==> src/rtl/spi_frame_tx.sv <==
// SPI mode-0 frame transmitter: latches a FRAME_W-bit frame over valid/ready and
// shifts it out MSB first on sdo while the MCU holds load high and clocks sck.
module spi_frame_tx #(
   parameter int FRAME_W     = 128,
   parameter int SYNC_STAGES = 2
) (
   input  logic               clk,
   input  logic               reset_n,
   input  logic [FRAME_W-1:0] frame_data,
   input  logic               frame_valid,
   output logic               frame_ready,
   input  logic               sck,
   input  logic               load,
   output logic               sdo,
   output logic               busy,
   output logic               done,
   output logic               underrun,
   output logic               aborted
);

   localparam int               CNT_W    = $clog2(FRAME_W) + 1;
   localparam logic [CNT_W-1:0] CNT_FULL = CNT_W'(FRAME_W);

   typedef enum logic [1:0] {S_IDLE, S_ARMED, S_SHIFT, S_DONE} state_t;

   state_t                 state_q, state_d;
   logic [FRAME_W-1:0]     shreg_q, shreg_d;
   logic [CNT_W-1:0]       bit_cnt_q, bit_cnt_d;
   logic [SYNC_STAGES-1:0] sck_sync_q, load_sync_q;
   logic                   sck_hist_q, load_hist_q;
   logic                   sdo_q, sdo_d;
   logic                   ready_q, ready_d;
   logic                   done_q, done_d;
   logic                   underrun_q, underrun_d;
   logic                   aborted_q, aborted_d;

   logic sck_s, load_s;
   logic sck_rise, sck_fall, load_rise, load_fall, handshake;

   assign sck_s     = sck_sync_q[SYNC_STAGES-1];
   assign load_s    = load_sync_q[SYNC_STAGES-1];
   // sck edges only count while the MCU holds load high.
   assign sck_rise  =  sck_s & ~sck_hist_q & load_s;
   assign sck_fall  = ~sck_s &  sck_hist_q & load_s;
   assign load_rise =  load_s & ~load_hist_q;
   assign load_fall = ~load_s &  load_hist_q;
   assign handshake = frame_valid & ready_q;

   always_ff @(posedge clk or negedge reset_n) begin
      if (!reset_n) begin
         sck_sync_q  <= '0;
         load_sync_q <= '0;
         sck_hist_q  <= 1'b0;
         load_hist_q <= 1'b0;
      end else begin
         sck_sync_q  <= {sck_sync_q[SYNC_STAGES-2:0], sck};
         load_sync_q <= {load_sync_q[SYNC_STAGES-2:0], load};
         sck_hist_q  <= sck_s;
         load_hist_q <= load_s;
      end
   end

   always_comb begin
      // NOTE: every combinational output gets a default first so no latch is inferred.
      state_d    = state_q;
      shreg_d    = shreg_q;
      bit_cnt_d  = bit_cnt_q;
      done_d     = 1'b0;
      underrun_d = 1'b0;
      aborted_d  = 1'b0;
      case (state_q)
         S_IDLE: begin
            if (load_rise) begin
               shreg_d    = handshake ? frame_data : '0;
               underrun_d = ~handshake;
               bit_cnt_d  = '0;
               state_d    = S_SHIFT;
            end else if (handshake) begin
               shreg_d = frame_data;
               state_d = S_ARMED;
            end
         end
         S_ARMED: begin
            if (load_rise) begin
               bit_cnt_d = '0;
               state_d   = S_SHIFT;
            end
         end
         S_SHIFT: begin
            if (load_fall && (bit_cnt_q < CNT_FULL)) begin
               aborted_d = 1'b1;
               shreg_d   = '0;
               state_d   = S_IDLE;
            end else if (bit_cnt_q == CNT_FULL) begin
               done_d  = 1'b1;
               state_d = load_fall ? S_IDLE : S_DONE;
            end else if (sck_rise) begin
               bit_cnt_d = bit_cnt_q + 1'b1;
            end else if (sck_fall) begin
               shreg_d = {shreg_q[FRAME_W-2:0], 1'b0};
            end
         end
         S_DONE: begin
            if (load_fall) state_d = S_IDLE;
         end
         default: state_d = S_IDLE;
      endcase
      sdo_d   = ((state_d == S_ARMED) || (state_d == S_SHIFT)) ? shreg_d[FRAME_W-1] : 1'b0;
      ready_d = (state_d == S_IDLE);
   end

   // frame_ready is a flop so it reads 0 throughout reset and rises on the first clk after.
   always_ff @(posedge clk or negedge reset_n) begin
      if (!reset_n) begin
         state_q    <= S_IDLE;
         shreg_q    <= '0;
         bit_cnt_q  <= '0;
         sdo_q      <= 1'b0;
         ready_q    <= 1'b0;
         done_q     <= 1'b0;
         underrun_q <= 1'b0;
         aborted_q  <= 1'b0;
      end else begin
         state_q    <= state_d;
         shreg_q    <= shreg_d;
         bit_cnt_q  <= bit_cnt_d;
         sdo_q      <= sdo_d;
         ready_q    <= ready_d;
         done_q     <= done_d;
         underrun_q <= underrun_d;
         aborted_q  <= aborted_d;
      end
   end

   assign frame_ready = ready_q;
   assign sdo         = sdo_q;
   assign busy        = (state_q == S_ARMED) || (state_q == S_SHIFT);
   assign done        = done_q;
   assign underrun    = underrun_q;
   assign aborted     = aborted_q;

endmodule
==> config.mk <==
export PLATFORM = sky130hd
export DESIGN_NAME = spi_frame_tx
export DESIGN_NICKNAME = d
export VERILOG_FILES = /design/src/rtl/spi_frame_tx.sv
export SDC_FILE = /design/constraint.sdc
export NUM_CORES = 1
export LEC_CHECK = 0
export BUFFER_PORTS_ARGS = -buffer_cell sky130_fd_sc_hd__buf_4
export CAP_MARGIN = 30
export CORE_UTILIZATION = 54
export CTS_BUF_LIST = sky130_fd_sc_hd__clkbuf_8 sky130_fd_sc_hd__clkbuf_16
export DETAILED_ROUTE_END_ITERATION = 8
export HOLD_SLACK_MARGIN = 0.15
export PLACE_DENSITY = 0.78
export SLEW_MARGIN = 10
export SYNTH_ARGS = -nofsm -noshare
export SYNTH_HDL_FRONTEND = slang
export SYNTH_SLANG_ARGS = --single-unit
export TNS_END_PERCENT = 30
==> constraint.sdc <==
create_clock -name clk -period 2.9 [get_ports clk]
set_input_delay 0.29 -clock clk [delete_from_list [all_inputs] [get_ports clk]]
set_output_delay 0.29 -clock clk [all_outputs]
set_load 0.02 [all_outputs]
## Word level (Yosys, flattened, before mapping)

Cells that the tools add are included.
W data, S select, Z words.

| word-level totals | value |
|---|---|
| register bits after elaboration | 149 |
| latch bits | 0 |
| memory bits (writable) | 0 |
| bits in read-only memories | 0 |
| input bits | 133 |
| output and inout bits | 6 |
| logic and storage cells | 80 |
| memories | 0 |

| operators by class | value |
|---|---|
| add/sub/neg operators | 1 |
| multipliers | 0 |
| div/mod/pow operators | 0 |
| magnitude comparators | 1 |
| eq/ne operators | 14 |
| shift operators | 0 |
| multiplexer cells | 29 |
| bitwise operators | 12 |
| reduce and logical (&&, ||, !) cells | 10 |

Operator list:

| operator | count |
|---|---|
| $mux W128 | 7 |
| $pmux W128 S2 | 1 |
| $mux W8 | 4 |
| $pmux W8 S2 | 1 |
| $mux W2 | 7 |
| $ne A3 B3 Y1 const B | 4 |
| $reduce_and A5 Y1 | 2 |
| $add A8 B1 Y8 const B | 1 |
| $eq A8 B8 Y1 const B | 1 |
| $lt A8 B8 Y1 const B | 1 |
| $mux W1 | 8 |
| $pmux W2 S4 | 1 |
| $and A1 B1 Y1 | 7 |
| $eq A2 B2 Y1 const B | 3 |
| $ne A2 B2 Y1 const B | 3 |
| $not A1 Y1 | 5 |
| $eq A2 B1 Y1 const B | 2 |
| $logic_not A2 Y1 | 2 |
| $reduce_bool A2 Y1 | 2 |
| $logic_or A1 B1 Y1 | 2 |
| $ne A2 B1 Y1 const B | 1 |
| $reduce_or A2 Y1 | 1 |
| $logic_and A1 B1 Y1 | 1 |

## Logic depth before layout (Yosys ltp)

Gate-level depths: netlist of the first run.

| depth | value |
|---|---|
| depth in word-level cells | 9 |
| depth in mapped cells | 10 |
| gate-level depth less buffers | 9 |

## Least setup slack after synthesis of the first run

OpenSTA, ideal clock, no wires.

| timing path | value |
|---|---|
| path type | register to register |
| start point | register state_q[0] |
| end point | register shreg_q[108] |
| library setup time | 0.125 ns |
| arrival | 1.988 ns |
| data required time | 2.775 ns |
| slack | 0.787 ns |
| stages on the path, launching flop included | 11 |
| buffers on the path | 4 |
| clock period less this slack | 2.113 ns |
| cell sequence | dfrtp_1 -> inv_1 -> ha_1 -> clkbuf_1 -> nor2_1 -> a31o_2 -> a21oi_1 -> buf_6 -> buf_6 -> buf_6 -> mux2_4 |

| between the ends | value |
|---|---|
| cells in the longest elaborated chain, start to end | 3 |
| elaborated cells between the ends (all ways) | 9 |
| those cells by class | eq/ne: 5; mux: 1; reduce/logical: 3 |

Ends and longest elaborated chain:

| item | line | text |
|---|---|---|
| from (decl) | 26 | `state_t state_q, state_d;` |
| from (signal assigned) | 124 | `state_q <= state_d;` |
| $eq A2 B2 Y1 or $logic_not A2 Y1 (tied branches) | 71 | `case (state_q)` |
| $ne A3 B3 Y1 (no line) or $reduce_bool A2 Y1 (tied branches) | n/a |  |
| $reduce_and A5 Y1 (no line) | n/a |  |
| to (signal assigned) | 125 | `shreg_q <= shreg_d;` |
| to (decl) | 27 | `logic [FRAME_W-1:0] shreg_q, shreg_d;` |

Parallel ways exist; a longest one is shown, timed or not.
A chain may end at the register's enable or synchronous reset.

## Worst setup path in the final report of the first run

| timing path | value |
|---|---|
| start point | register state_q[0] |
| end point | register shreg_q[43] |

The elaborated chain is that of the path after synthesis.

==> metrics.txt, run 1 <==
outcome=complete, no violations; die area=13920 µm²; row count=42; warnings from Yosys=0; Register-to-Register Path Depth=7; Residual DRC=0; Compound-Gate Fraction of Synth Area=18.93%; Worst Tran Pin Value=749.1 ps; Worst-path clk slew=60 ps; proportion of layout cells with a drive suffix above 1=46.11%; Via density=5.900; Skew-Pair Late Insertion Delay=410 ps; power per cell area=972.7 nW/µm²; GP Congestion=0.8838; Worst EP required=3190 ps; worst hold-check path type=input pin to register; initial antenna violation count=0; vias=5133; Max Root-Sink Buffers=2; # IOs=139; Avg Cell Area, Syn=13.26 µm²; Syn Nets=688; final hold violations=0; Syn Std Cell Area=7266 µm²; DRT Pass-1 Iters=4; final cycle utilization of the critical path=87.36%; ANT cells=0; Slew HR=50.06%; register-to-register setup slack=370 ps; Max-Cap Viols=0; Setup Crit Path Kind=register to register; CTS Root Cell=clkbuf_16; commonest cells after routing, fill and taps aside=dfrtp_1 (149), buf_4 (144), a22o_1 (126), mux2_2 (98), mux2_4 (29); grt total ovfl=0; Yosys cell types=46; total CTS buffers=17; largest family of logic cells by synthesized area=multiplexers; Nets=822; multi-input logic area=3303 µm²; Syn Inst Count=548; CTS sink count=149; Final Power=8962 µW; WL/cell=18.06 µm; worst setup path start=state_q[0]$_DFF_PN0_; Starting Density=55.08%; largest net degree at the start of global routing=82; CTS tree=yes; register area share after synthesis=51.32%; GR Util All Layers=24.22%; Setup violations, final=0; Die H=118.0 µm; DRT iter0 DRCs=338; register cell area after layout=3729 µm²; postcts setup bufs=0; xor/xnor share of the synthesized area=0%; VDD IR max=0.0004781 V; Worst Path Arrival=2820 ps; Leak Pwr=0.004537 µW; FF+latch count, synth=149; vias in the first global route=5309; Final Max Slew Viols=0; Post-synth EDFFs=0; H-tree levels=4; cts hold-fix bufs=4; worst setup path endpoint=shreg_q[43]$_DFFE_PN0P_; Core Box Area=13190 µm²; Worst Setup End Kind=register; post-synthesis simple-gate area fraction=3.651%; Fmax=0.3947 GHz; commonest non-fill, non-tap cell in the layout=dfrtp_1; adder-cell share of the synthesized area=1.205%; crit-path max FO=30; Layout area overhead=26.81%; Resize count post-CTS=0; clk_skew=8.140 ps; Die Wd=118.0 µm; Worst R2R Start=state_q[0]$_DFF_PN0_; Startpoint Class=register; RSZ-0062 raised after global routing=false; RR Endpoint=shreg_q[43]$_DFFE_PN0P_; Routed WL=15710 µm; Filler Cell Count=949; first-pass GRT wire length=26860 µm; HPWL after DPL=10380 µm; Post-synth ARST share=100.0%; Period minus WS final=2533 ps; setup_tns=0 ps; PortBufs=138; mux contribution to synthesized area=21.32%; post-route ant nets=0; top_reg_cell synth=dfrtp_1
[layer usage]
metal / track usage, % / part of all wire, % / routed length [µm] / vias to the layer above
li1: - / - / - / 2369
met4: 6.971 / 1.4 / 227 / 0
met1: 32.21 / 45 / 7129 / 2628
met5: 0 / 0 / 0 / -
met3: 5.814 / 4.2 / 657 / 15
met2: 39.49 / 49 / 7696 / 121
[final cells by class]
cell class | count | area share, %
clock inverters | 11 | 1.181
repair buffers | 160 | 14.68
multi-input cells | 345 | 35.85
inverters | 9 | 0.3666
flip-flops and latches | 149 | 40.47
clock buffers | 20 | 5.065
well taps | 176 | 2.390
[worst max-delay path, stage by stage (launching register included)]
cell     delay (ps)
dfrtp_1         430
inv_1           120
ha_1            380
nor2_1           70
a31o_2          250
a21oi_4         490
buf_12          280
mux2_2          360
[cells in the mapped netlist (2+ instances only)]
| cell | n | area (µm²) |
|---|---|---|
| and2_1 | 4 | 25.02 |
| or4_1 | 2 | 15.01 |
| buf_6 | 6 | 67.56 |
| clkbuf_1 | 29 | 108.9 |
| o41ai_1 | 2 | 17.52 |
| inv_1 | 9 | 33.78 |
| ha_1 | 7 | 87.58 |
| o21a_1 | 2 | 15.01 |
| nor3_1 | 3 | 15.01 |
| mux2_4 | 29 | 435.4 |
| mux2_2 | 98 | 1104 |
| o31ai_1 | 4 | 30.03 |
| nand3_1 | 4 | 20.02 |
| a211o_1 | 3 | 26.28 |
| nor2_1 | 6 | 22.52 |
| buf_2 | 10 | 50.05 |
| or2_2 | 2 | 12.51 |
| nand2_1 | 13 | 48.80 |
| nor2b_1 | 2 | 12.51 |
| a22o_1 | 126 | 1104 |
| a21oi_1 | 5 | 25.02 |
| o21ai_0 | 8 | 40.04 |
| dfrtp_1 | 149 | 3729 |
| nand2b_1 | 3 | 18.77 |
[logic make-up after synthesis]
group,Yosys count
mux,128
compound gates,163
buf+inv,54
simple gates,47
flops,149
fa+ha+maj,7
[worst min-delay path by stage]
stage / startpoint / endpoint / slack [ps] / cells after the start
2_1_floorplan: reset_n / aborted$_DFF_PN0_ / -6 / 0
3_3_place_gp: sck_sync_q[0]$_DFF_PN0_ / sck_sync_q[1]$_DFF_PN0_ / 330 / 0
3_5_place_dp: load_sync_q[0]$_DFF_PN0_ / load_sync_q[1]$_DFF_PN0_ / 340 / 0
4_1_cts: frame_data[127] / shreg_q[127]$_DFF_PN0_ / 150 / 3
5_1_grt: frame_data[127] / shreg_q[127]$_DFF_PN0_ / 170 / 3
6_report: frame_data[127] / shreg_q[127]$_DFF_PN0_ / 160 / 3
[registers in the layout, indices dropped and copies added (netlist names)]
name,cells
sck_sync_q,2
load_hist_q,1
state_q,2
underrun,1
sdo,1
load_sync_q,2
shreg_q,128
bit_cnt_q,8
sck_hist_q,1
frame_ready,1
done,1
aborted,1
[where the power goes]
part | total, µW | switching, µW | leakage (µW) | internal [µW]
logic | 3530 | 1550 | 0.00221 | 1970
clock network | 2140 | 818 | 0.000294 | 1320
registers | 3300 | 450 | 0.00203 | 2850
[through the flow]
step | cells | hold slack (ps) | worst slack [ps] | cell area, µm² | utilization, %
CTS | 870 | 152.2 | 374.3 | 9214 | 69.85
floorplan | 548 | -5.591 | 787.1 | 7266 | -
finish | 870 | 164.8 | 366.6 | 9214 | 69.85
global route | 870 | 173.7 | 280.7 | 9214 | 69.85
global placement | 835 | 334.6 | 470.2 | 8598 | 65.19
detailed placement | 835 | 335.6 | 395.1 | 8598 | 65.19
No activity file was read; power rests on OpenSTA's default activity.
==> run 2, diff against run 1 <==
--- a/config.mk
+++ b/config.mk
@@ -11,7 +11,7 @@
 export CTS_BUF_LIST = sky130_fd_sc_hd__clkbuf_8 sky130_fd_sc_hd__clkbuf_16
 export DETAILED_ROUTE_END_ITERATION = 8
 export HOLD_SLACK_MARGIN = 0.15
-export PLACE_DENSITY = 0.78
+export PLACE_DENSITY = 0.88
 export SLEW_MARGIN = 10
 export SYNTH_ARGS = -nofsm -noshare
 export SYNTH_HDL_FRONTEND = slang
==> metrics.txt, run 2 (synthesis results as in run 1) <==
outcome=complete, no violations; post-route ant nets=0; WP buf/inv=2; net switching power=2794 µW; Residual DRC=0; Nets=815; crit-path max FO=20; DRT Pass-1 Iters=4; final hold violations=0; Max-Cap Viols=0; flip-flop count of the largest register after layout=128; VDD IR max=0.0005214 V; Slew HR=42.44%; Top Family by Delay on Critical Path=compound AO/OA/AOI/OAI gates; Seq pwr share=37.3%; RSZ-0062 raised after global routing=false; Via density=5.866; largest net degree at the start of global routing=92; Int Power=6070 µW; Worst-path clk slew=60 ps; Startpoint Class=register; critical path's slowest cell=dfrtp_1; Worst EP required=3200 ps; setup_tns=0 ps; power per cell area=972.8 nW/µm²; ANT cells=0; total CTS buffers=17; CTS Root Cell=clkbuf_16; multi-input logic area=3303 µm²; HPWL after DPL=10190 µm; CTS sink count=149; Period minus WS final=2525 ps; GP Congestion=0.8348; commonest cells after routing, fill and taps aside=dfrtp_1 (149), buf_4 (143), a22o_1 (126), mux2_2 (98), mux2_4 (29); Routed WL=15630 µm; WL/cell=18.15 µm; proportion of layout cells with a drive suffix above 1=45.55%; Levels on crit path=7; Combinational Power Share=37.2%; postcts setup bufs=0; Core Box Area=13190 µm²; row count=42; H-tree levels=4; largest registers=shreg_q x128, bit_cnt_q x8; Worst Setup End Kind=register; die area=13920 µm²; GR Util All Layers=23.88%; DRT iter0 DRCs=330; Hold WS=175.4 ps; final cycle utilization of the critical path=87.07%; Register-to-Register Path Depth=7; register cell area after layout=3729 µm²; Die H=118.0 µm; part of the power in the clock network=25.5%; Biggest register=shreg_q; Layout area overhead=25.40%; worst hold-check path type=input pin to register; register-to-register setup slack=380 ps; Filler Cell Count=897; Worst Tran Pin Value=863.5 ps; Leak Pwr=0.004475 µW; vias in the first global route=5285; Skew-Pair Late Insertion Delay=420 ps; PortBufs=138; Starting Density=55.08%; DP Area=8471 µm²; commonest non-fill, non-tap cell in the layout=dfrtp_1; Setup violations, final=0; cell count of the worst hold path=3; CP Cell Sequence=inv_1, ha_1, nor2_1, a31o_2, a21oi_4, buf_4, mux2_2; Max Root-Sink Buffers=2; Setup Crit Path Kind=register to register; clk_skew=10.09 ps; # IOs=139; first-pass GRT wire length=26250 µm; grt total ovfl=0; Die Wd=118.0 µm; cts hold-fix bufs=4; Final Max Slew Viols=0; slowest stage delay, CP=450 ps; CTS tree=yes; Worst Path Arrival=2830 ps; Fmax=0.3960 GHz; vias=5051; Switching Share=31.52%; Resize count post-CTS=0; initial antenna violation count=0; post-route cell area=9111 µm²
==> run 2: worst reg2reg max path, delay by kind of cell, from the launching register on <==
kind	cells	cell delay, ps
buffers and inverters	2	470
adders and majority gates	1	400
AOI/OAI and AO/OA	2	620
and+or+nand+nor	1	90
DFF	1	450
muxes	1	390
==> run 2: final timing paths <==
check	from	end
min in group asynchronous	reset_n	shreg_q[73]$_DFFE_PN0P_
min	frame_data[127]	shreg_q[127]$_DFF_PN0_
max reg2reg	state_q[0]$_DFF_PN0_	shreg_q[73]$_DFFE_PN0P_
min reg2reg	load_sync_q[0]$_DFF_PN0_	load_sync_q[1]$_DFF_PN0_
max in group asynchronous	reset_n	shreg_q[96]$_DFFE_PN0P_
max	state_q[0]$_DFF_PN0_	shreg_q[73]$_DFFE_PN0P_
==> run 2: power groups by stage <==
stage                     combinational (µW)  sequential (µW)  clock [µW]
after floorplan                         2630             3190           0
after global placement                  3130             3260           0
after detailed placement                3280             3320           0
after CTS                               3300             3300        2290
after global routing                    3550             3400        2380
final                                   3300             3310        2260
==> run 2: area by class of cell <==
| cell class | instances | share of cell area [%] |
|---|---|---|
| Timing Repair Buffer | 153 | 13.44 |
| Tap cell | 176 | 2.417 |
| Sequential cell | 149 | 40.92 |
| Clock inverter | 11 | 1.771 |
| Clock buffer | 18 | 4.820 |
| Inverter | 9 | 0.3708 |
| Multi-Input combinational cell | 345 | 36.25 |
==> run 2: metal layers <==
metal  vias up  routed length, µm  global-route usage [%]  share of wire (%)
li1       2347                  -                       -                  -
met1      2541               6750                   30.37                 43
met2       135               7821                   39.23                 50
met3        28                727                   5.717                4.7
met4         0                329                   9.696                2.1
met5         -                  0                       0                  0
==> run 2: per-stage QoR <==
stage                     total power [µW]  setup slack [ps]  cells  util (%)
final                                 8864             375.0    861     69.08
after global routing                  9329             227.3    861     69.08
after CTS                             8892             402.3    861     69.08
after detailed placement              6592             417.7    828     64.22
after global placement                6388             530.5    828     64.22
after floorplan                       5817             787.1    548         -
